<file path="src/rtl/stage_id.sv">
// Instruction decode stage for a MIPS logic/load subset: decodes, forwards
// operands from EX/MEM, detects load-use hazards and registers the result.
module stage_id (
  input  logic        clock_i,
  input  logic        reset_i,
  input  logic        flush_i,
  input  logic        hold_i,
  input  logic        instruction_valid_i,
  input  logic [31:0] instruction_i,
  output logic        instruction_ready_o,
  output logic [4:0]  register_address_a_o,
  output logic [4:0]  register_address_b_o,
  input  logic [31:0] register_data_a_i,
  input  logic [31:0] register_data_b_i,
  input  logic [31:0] ex_result_i,
  input  logic        mem_write_enable_i,
  input  logic [4:0]  mem_write_address_i,
  input  logic [31:0] mem_write_data_i,
  output logic [2:0]  category_o,
  output logic [7:0]  operator_o,
  output logic [31:0] operand_a_o,
  output logic [31:0] operand_b_o,
  output logic [4:0]  result_address_o,
  output logic        destination_write_enable_o
);

  localparam logic [2:0] CAT_LOGIC = 3'd1;
  localparam logic [2:0] CAT_LOAD  = 3'd2;

  localparam logic [7:0] OP_OR  = 8'h0D;
  localparam logic [7:0] OP_AND = 8'h0C;
  localparam logic [7:0] OP_XOR = 8'h0E;
  localparam logic [7:0] OP_NOR = 8'h27;
  localparam logic [7:0] OP_LW  = 8'h23;

  localparam logic [5:0] OPC_SPECIAL = 6'b000000;
  localparam logic [5:0] OPC_ORI     = 6'b001101;
  localparam logic [5:0] OPC_ANDI    = 6'b001100;
  localparam logic [5:0] OPC_XORI    = 6'b001110;
  localparam logic [5:0] OPC_LUI     = 6'b001111;
  localparam logic [5:0] OPC_LW      = 6'b100011;

  localparam logic [5:0] FN_OR  = 6'b100101;
  localparam logic [5:0] FN_AND = 6'b100100;
  localparam logic [5:0] FN_XOR = 6'b100110;
  localparam logic [5:0] FN_NOR = 6'b100111;

  typedef struct packed {
    logic [2:0]  category;
    logic [7:0]  op;
    logic [31:0] a;
    logic [31:0] b;
    logic [4:0]  dst;
    logic        we;
  } id_out_t;

  id_out_t out_q, out_d, dec;

  logic [5:0]  opcode, funct;
  logic [4:0]  rs, rt, rd;
  logic [15:0] imm;
  logic [31:0] src_a, src_b;
  logic        uses_rs, uses_rt, hazard;
  logic        r_ok;
  logic [7:0]  r_op;
  logic        unused_shamt;

  assign opcode = instruction_i[31:26];
  assign rs     = instruction_i[25:21];
  assign rt     = instruction_i[20:16];
  assign rd     = instruction_i[15:11];
  assign funct  = instruction_i[5:0];
  assign imm    = instruction_i[15:0];
  assign unused_shamt = ^instruction_i[10:6];

  assign register_address_a_o = rs;
  assign register_address_b_o = rt;

  // Operand source: $0, then EX result of the held logic op, then MEM writeback, then register file.
  assign src_a = (rs == 5'd0) ? 32'd0 :
                 (out_q.we && out_q.category == CAT_LOGIC && out_q.dst == rs) ? ex_result_i :
                 (mem_write_enable_i && mem_write_address_i == rs) ? mem_write_data_i :
                 register_data_a_i;
  assign src_b = (rt == 5'd0) ? 32'd0 :
                 (out_q.we && out_q.category == CAT_LOGIC && out_q.dst == rt) ? ex_result_i :
                 (mem_write_enable_i && mem_write_address_i == rt) ? mem_write_data_i :
                 register_data_b_i;

  always_comb begin
    r_ok = 1'b1;
    r_op = 8'h00;
    case (funct)
      FN_OR:   r_op = OP_OR;
      FN_AND:  r_op = OP_AND;
      FN_XOR:  r_op = OP_XOR;
      FN_NOR:  r_op = OP_NOR;
      default: r_ok = 1'b0;
    endcase
  end

  // Decode; anything not recognised stays an all-zero bubble.
  always_comb begin
    dec     = '0;
    uses_rs = 1'b0;
    uses_rt = 1'b0;
    case (opcode)
      OPC_SPECIAL: begin
        if (r_ok) begin
          dec.category = CAT_LOGIC;
          dec.op       = r_op;
          dec.a        = src_a;
          dec.b        = src_b;
          dec.dst      = rd;
          dec.we       = 1'b1;
          uses_rs      = 1'b1;
          uses_rt      = 1'b1;
        end
      end
      OPC_ORI, OPC_ANDI, OPC_XORI: begin
        dec.category = CAT_LOGIC;
        dec.op       = (opcode == OPC_ORI) ? OP_OR : (opcode == OPC_ANDI) ? OP_AND : OP_XOR;
        dec.a        = src_a;
        dec.b        = {16'h0000, imm};
        dec.dst      = rt;
        dec.we       = 1'b1;
        uses_rs      = 1'b1;
      end
      OPC_LUI: begin
        dec.category = CAT_LOGIC;
        dec.op       = OP_OR;
        dec.a        = {imm, 16'h0000};
        dec.b        = 32'd0;
        dec.dst      = rt;
        dec.we       = 1'b1;
      end
      OPC_LW: begin
        dec.category = CAT_LOAD;
        dec.op       = OP_LW;
        dec.a        = src_a;
        dec.b        = {{16{imm[15]}}, imm};
        dec.dst      = rt;
        dec.we       = 1'b1;
        uses_rs      = 1'b1;
      end
      default: dec = '0;
    endcase
  end

  // A held load cannot forward its data yet, so a dependent consumer waits one cycle.
  assign hazard = instruction_valid_i && out_q.we && (out_q.category == CAT_LOAD) &&
                  (out_q.dst != 5'd0) &&
                  ((uses_rs && out_q.dst == rs) || (uses_rt && out_q.dst == rt));

  assign instruction_ready_o = instruction_valid_i && !hold_i && !hazard && !reset_i;

  always_comb begin
    out_d = out_q;
    if (reset_i || flush_i)    out_d = '0;
    else if (hold_i)           out_d = out_q;
    else if (hazard)           out_d = '0;
    else if (instruction_valid_i) out_d = dec;
    else                       out_d = '0;
  end

  always_ff @(posedge clock_i) begin
    if (reset_i) out_q <= '0;
    else         out_q <= out_d;
  end

  assign category_o                 = out_q.category;
  assign operator_o                 = out_q.op;
  assign operand_a_o                = out_q.a;
  assign operand_b_o                = out_q.b;
  assign result_address_o           = out_q.dst;
  assign destination_write_enable_o = out_q.we;

endmodule

</file>
<file path="config.mk">
export PLATFORM = sky130hd
export DESIGN_NAME = stage_id
export DESIGN_NICKNAME = d
export VERILOG_FILES = /design/src/rtl/stage_id.sv
export SDC_FILE = /design/constraint.sdc
export NUM_CORES = 1
export LEC_CHECK = 0
export CAP_MARGIN = 15
export CORE_MARGIN = 8
export CORE_UTILIZATION = 40
export DETAILED_ROUTE_END_ITERATION = 12
export HOLD_SLACK_MARGIN = 0.03
export PLACE_DENSITY = 0.91
export SETUP_SLACK_MARGIN = 0.15
export SLEW_MARGIN = 30
export SYNTH_ARGS = -nofsm -noshare
export SYNTH_HDL_FRONTEND = slang
export SYNTH_SLANG_ARGS = --single-unit
</file>
<file path="constraint.sdc">
create_clock -name clock_i -period 3.07 [get_ports clock_i]
set_input_delay 0.4605 -clock clock_i [delete_from_list [all_inputs] [get_ports clock_i]]
set_output_delay 0.4605 -clock clock_i [all_outputs]
set_load 0.01 [all_outputs]
</file>
==> implementation parameters <==
Parameter                              Value

Job
  Max-cap violation count    0

Global routing
  Maximum number of pins on one net before global-route repair    65
  Initial antenna violation count    1
  Global routing usage summed across all routing layers    27.09%
  Vias in the first global route    6311
  Total global routing overflow    0
  Global-route wire length before repair    34670 µm

Timing
  Max Transition Viols Final    0
  Slack of the critical path    293.1 ps
  Aggregate negative setup slack    0 ps
  Final Critical Period    2777 ps
  Final Cycle Share    90.45%
  Final setup violating endpoints    0
  Setup repair after global routing missed its margin    false
  Final Skew    6.347 ps
  Number of hold violations in the final report    0
  Relative slew margins    53.60%
  Transition at the pin with the smallest max-transition slack    696.0 ps
  Highest achievable clock rate    360.1 MHz

Drt
  Number of DRC markers in iteration 0    603
  Final routed wirelength across all metal layers    23240 µm
  Total vias in the final route    6396
  Routed wire length per instance    21.54 µm
  Routed Antenna Nets    0
  Via-per-instance ratio    5.928
  Post-detailed-route DRC marker count    0
  Number of iterations in the first detailed-routing pass    6

Layout
  Final Net Count    1076
  Layout cell share with drive strength beyond 1    8.022%
  Leading cell type in the layout, fill and taps excluded    sky130_fd_sc_hd__clkdlybuf4s50_1
  Leading cell types in the layout, fill and taps excluded    256 x sky130_fd_sc_hd__clkdlybuf4s50_1, 85 x sky130_fd_sc_hd__nand2_1, 83 x sky130_fd_sc_hd__o21ai_0
  Layout Area Growth over Synthesis    64.15%

Critical path
  Element type at the critical path end    primary output
  Setup CP Type    in2out
  Critical-path cell list    clkdlybuf4s50_1 > or3_4 > nor3b_4 > nand4_2 > a221oi_2 > nor3_1 > dlygate4sd2_1
  Maximum fanout along the worst path    3
  Arrival time at the worst endpoint    2320 ps
  Number of cells on the worst reg-to-reg path    6
  CP peak stage delay    420 ps
  CP max-delay cell    sky130_fd_sc_hd__clkdlybuf4s50_1
  Worst endpoint required time    2610 ps
  Startpoint types    input pin

Outcome
  Run status    finished clean

Clock network
  TritonCTS clock tree    built
  TritonCTS sink count    76
  Count of hold-fix buffers inserted at cts    0
  Clock latency on the worst-skew pair    330 ps
  Root buffer cell    sky130_fd_sc_hd__clkbuf_16
  Postcts setup bufs    0
  Bufs on Longest Clock Path    2
  # H-tree levels    3
  TritonCTS Buffers    9
  Worst-path clk slew    60 ps

Pwr
  Worst VDD drop    0.0002114 V
  Relative contribution of sequential cells to total power    37.7%
  Switching component of the power    0.0006655 W
  Switching part of the total    25.44%
  Part of the total power dissipated in the clock network    42.2%
  Internal power    0.001951 W
  Pwr per Cell Area    320.9 nW/µm²
  Static leakage    2.746 nW
  Portion of total power attributed to combinational logic    20.1%

Die
  Number of rows created at floorplan    40
  Die ar.    16240 µm²
  Number of ports placed on the die boundary    263
  Die outline height    127.4 µm
  Die outline width    127.4 µm
  Starting density of the core    41.17%
  Core ar.    12060 µm²

Synthesis
  Post-synthesis cell count    661
  Yosys cell types    48
  Number of synthesized flops with an enable pin    0
  Fraction of registers with async set/reset    0%
  Cell types occupying the most area after synthesis    sky130_fd_sc_hd__dfxtp_1 31%, sky130_fd_sc_hd__o21ai_0 8.4%, sky130_fd_sc_hd__nand3_1 7.2%
  Sequential cell area fraction in the yosys report    30.64%
  Synthesized area    4966 µm²
  Flip-flop and latch count after synthesis    76
  Prevailing post-synth register cell    sky130_fd_sc_hd__dfxtp_1
  Synth top area share    30.64%
  Yosys synthesis warning count    0
  Syn avg cell area    7.513 µm²
  Top cell type by total area after synthesis    sky130_fd_sc_hd__dfxtp_1

Placed design
  GP Congestion    0.9732
  Placement Setup Slack    44.93 ps
  Number of buffers added on ports    258
  Hpwl dp    17820 µm

Worst hold path
  Worst hold path depth    2
  Worst min path class    reg2reg
flip-flops by register name (all words and copies together) (netlist names):
register,count
operand_b_o,32
operator_o,4
operand_a_o,32
destination_write_enable_o,1
category_o,2
result_address_o,5
power groups by stage:
| stage | clock network, W | logic, W | registers [W] |
|---|---|---|---|
| 2_1_floorplan | 0 | 0.000179 | 0.00101 |
| 3_3_place_gp | 0 | 0.000512 | 0.00101 |
| 3_5_place_dp | 0 | 0.000516 | 0.00101 |
| 4_1_cts | 0.00111 | 0.000519 | 0.000987 |
| 5_1_grt | 0.00115 | 0.000559 | 0.000987 |
| 6_report | 0.00110 | 0.000526 | 0.000987 |
metal layers:
layer / track usage [%] / part of all wire, % / up-vias
li1: - / - / 2948
met1: 31.41 / 38 / 2936
met2: 46.20 / 48 / 449
met3: 6.323 / 10 / 63
met4: 12.88 / 3.7 / 0
met5: 0 / 0 / -
cell families after synthesis:
logic type             after synthesis  share of synthesized area [%]
AND/OR/NAND/NOR                    254                          26.10
AO/OA/AOI/OAI                      202                          26.61
buffers and inverters               82                          7.810
multiplexers                        26                          5.241
XOR/XNOR                            20                          3.527
flip-flops                          76                          30.64
other                                1                        0.07551
cell type report:
| class | count | area (µm²) |
|---|---|---|
| Fill cell | 989 | 3910 |
| Multi-Input combinational cell | 506 | 3094 |
| Timing Repair Buffer | 300 | 2974 |
| Sequential cell | 76 | 1521 |
| Clock buffer | 12 | 256.5 |
| Tap cell | 168 | 210.2 |
| Clock inverter | 4 | 47.55 |
| Inverter | 12 | 45.04 |
| Antenna cell | 1 | 2.502 |
worst paths after layout:
check / start / end / slack, ps
max: instruction_i[27] / instruction_ready_o / 290
min: operator_o[0] / operator_o[0] / 470
max reg2reg: result_address_o[0] / operand_a_o[13] / 700
min reg2reg: operator_o[0] / operator_o[0] / 470
metrics by stage:
step | utilization [%] | instances | total power, W | area (µm²) | hold WS (ps)
5_1_grt | 67.58 | 1079 | 0.002698 | 8152 | 492.2
2_1_floorplan | - | 664 | 0.001188 | 4977 | 485.6
3_3_place_gp | 64.99 | 1062 | 0.001521 | 7839 | 448.1
3_5_place_dp | 64.99 | 1062 | 0.001525 | 7839 | 458.3
6_report | 67.58 | 1079 | 0.002616 | 8152 | 466.6
4_1_cts | 67.50 | 1078 | 0.002616 | 8142 | 466.6
worst max-delay path: cells and delay by family:
kind,cells,cell delay (ps)
compound gates,1,290
buf+inv,2,720
simple gates,4,840
synth_stat cells (2+ instances only):
| library cell | number |
|---|---|
| sky130_fd_sc_hd__buf_6 | 2 |
| sky130_fd_sc_hd__and2_1 | 14 |
| sky130_fd_sc_hd__a221o_1 | 11 |
| sky130_fd_sc_hd__xnor2_1 | 12 |
| sky130_fd_sc_hd__nor4_1 | 8 |
| sky130_fd_sc_hd__a32oi_1 | 8 |
| sky130_fd_sc_hd__a21oi_1 | 11 |
| sky130_fd_sc_hd__nand3_1 | 71 |
| sky130_fd_sc_hd__nand3b_1 | 2 |
| sky130_fd_sc_hd__o311ai_0 | 6 |
| sky130_fd_sc_hd__mux2i_1 | 26 |
| sky130_fd_sc_hd__o211ai_1 | 36 |
| sky130_fd_sc_hd__buf_2 | 7 |
| sky130_fd_sc_hd__buf_4 | 15 |
| sky130_fd_sc_hd__or2_2 | 4 |
| sky130_fd_sc_hd__a22o_1 | 16 |
| sky130_fd_sc_hd__nand2_1 | 85 |
| sky130_fd_sc_hd__o21ai_1 | 6 |
| sky130_fd_sc_hd__nor2_1 | 12 |
| sky130_fd_sc_hd__xor2_1 | 8 |
| sky130_fd_sc_hd__or4_1 | 10 |
| sky130_fd_sc_hd__o21ai_0 | 83 |
| sky130_fd_sc_hd__and3_1 | 2 |
| sky130_fd_sc_hd__nand4_1 | 19 |
| sky130_fd_sc_hd__buf_1 | 8 |
| sky130_fd_sc_hd__clkbuf_1 | 38 |
| sky130_fd_sc_hd__nor3_1 | 15 |
| sky130_fd_sc_hd__inv_1 | 12 |
| sky130_fd_sc_hd__a31oi_1 | 19 |
| sky130_fd_sc_hd__or3_1 | 2 |
| sky130_fd_sc_hd__dfxtp_1 | 76 |
repair_timing:
action                                 CTS  global route
setup endpoints to repair                1             1
pin swaps                                0             0
endpoints found under the hold margin    0             0
resized for setup                        1             2
(Power assumes the default switching activity.)
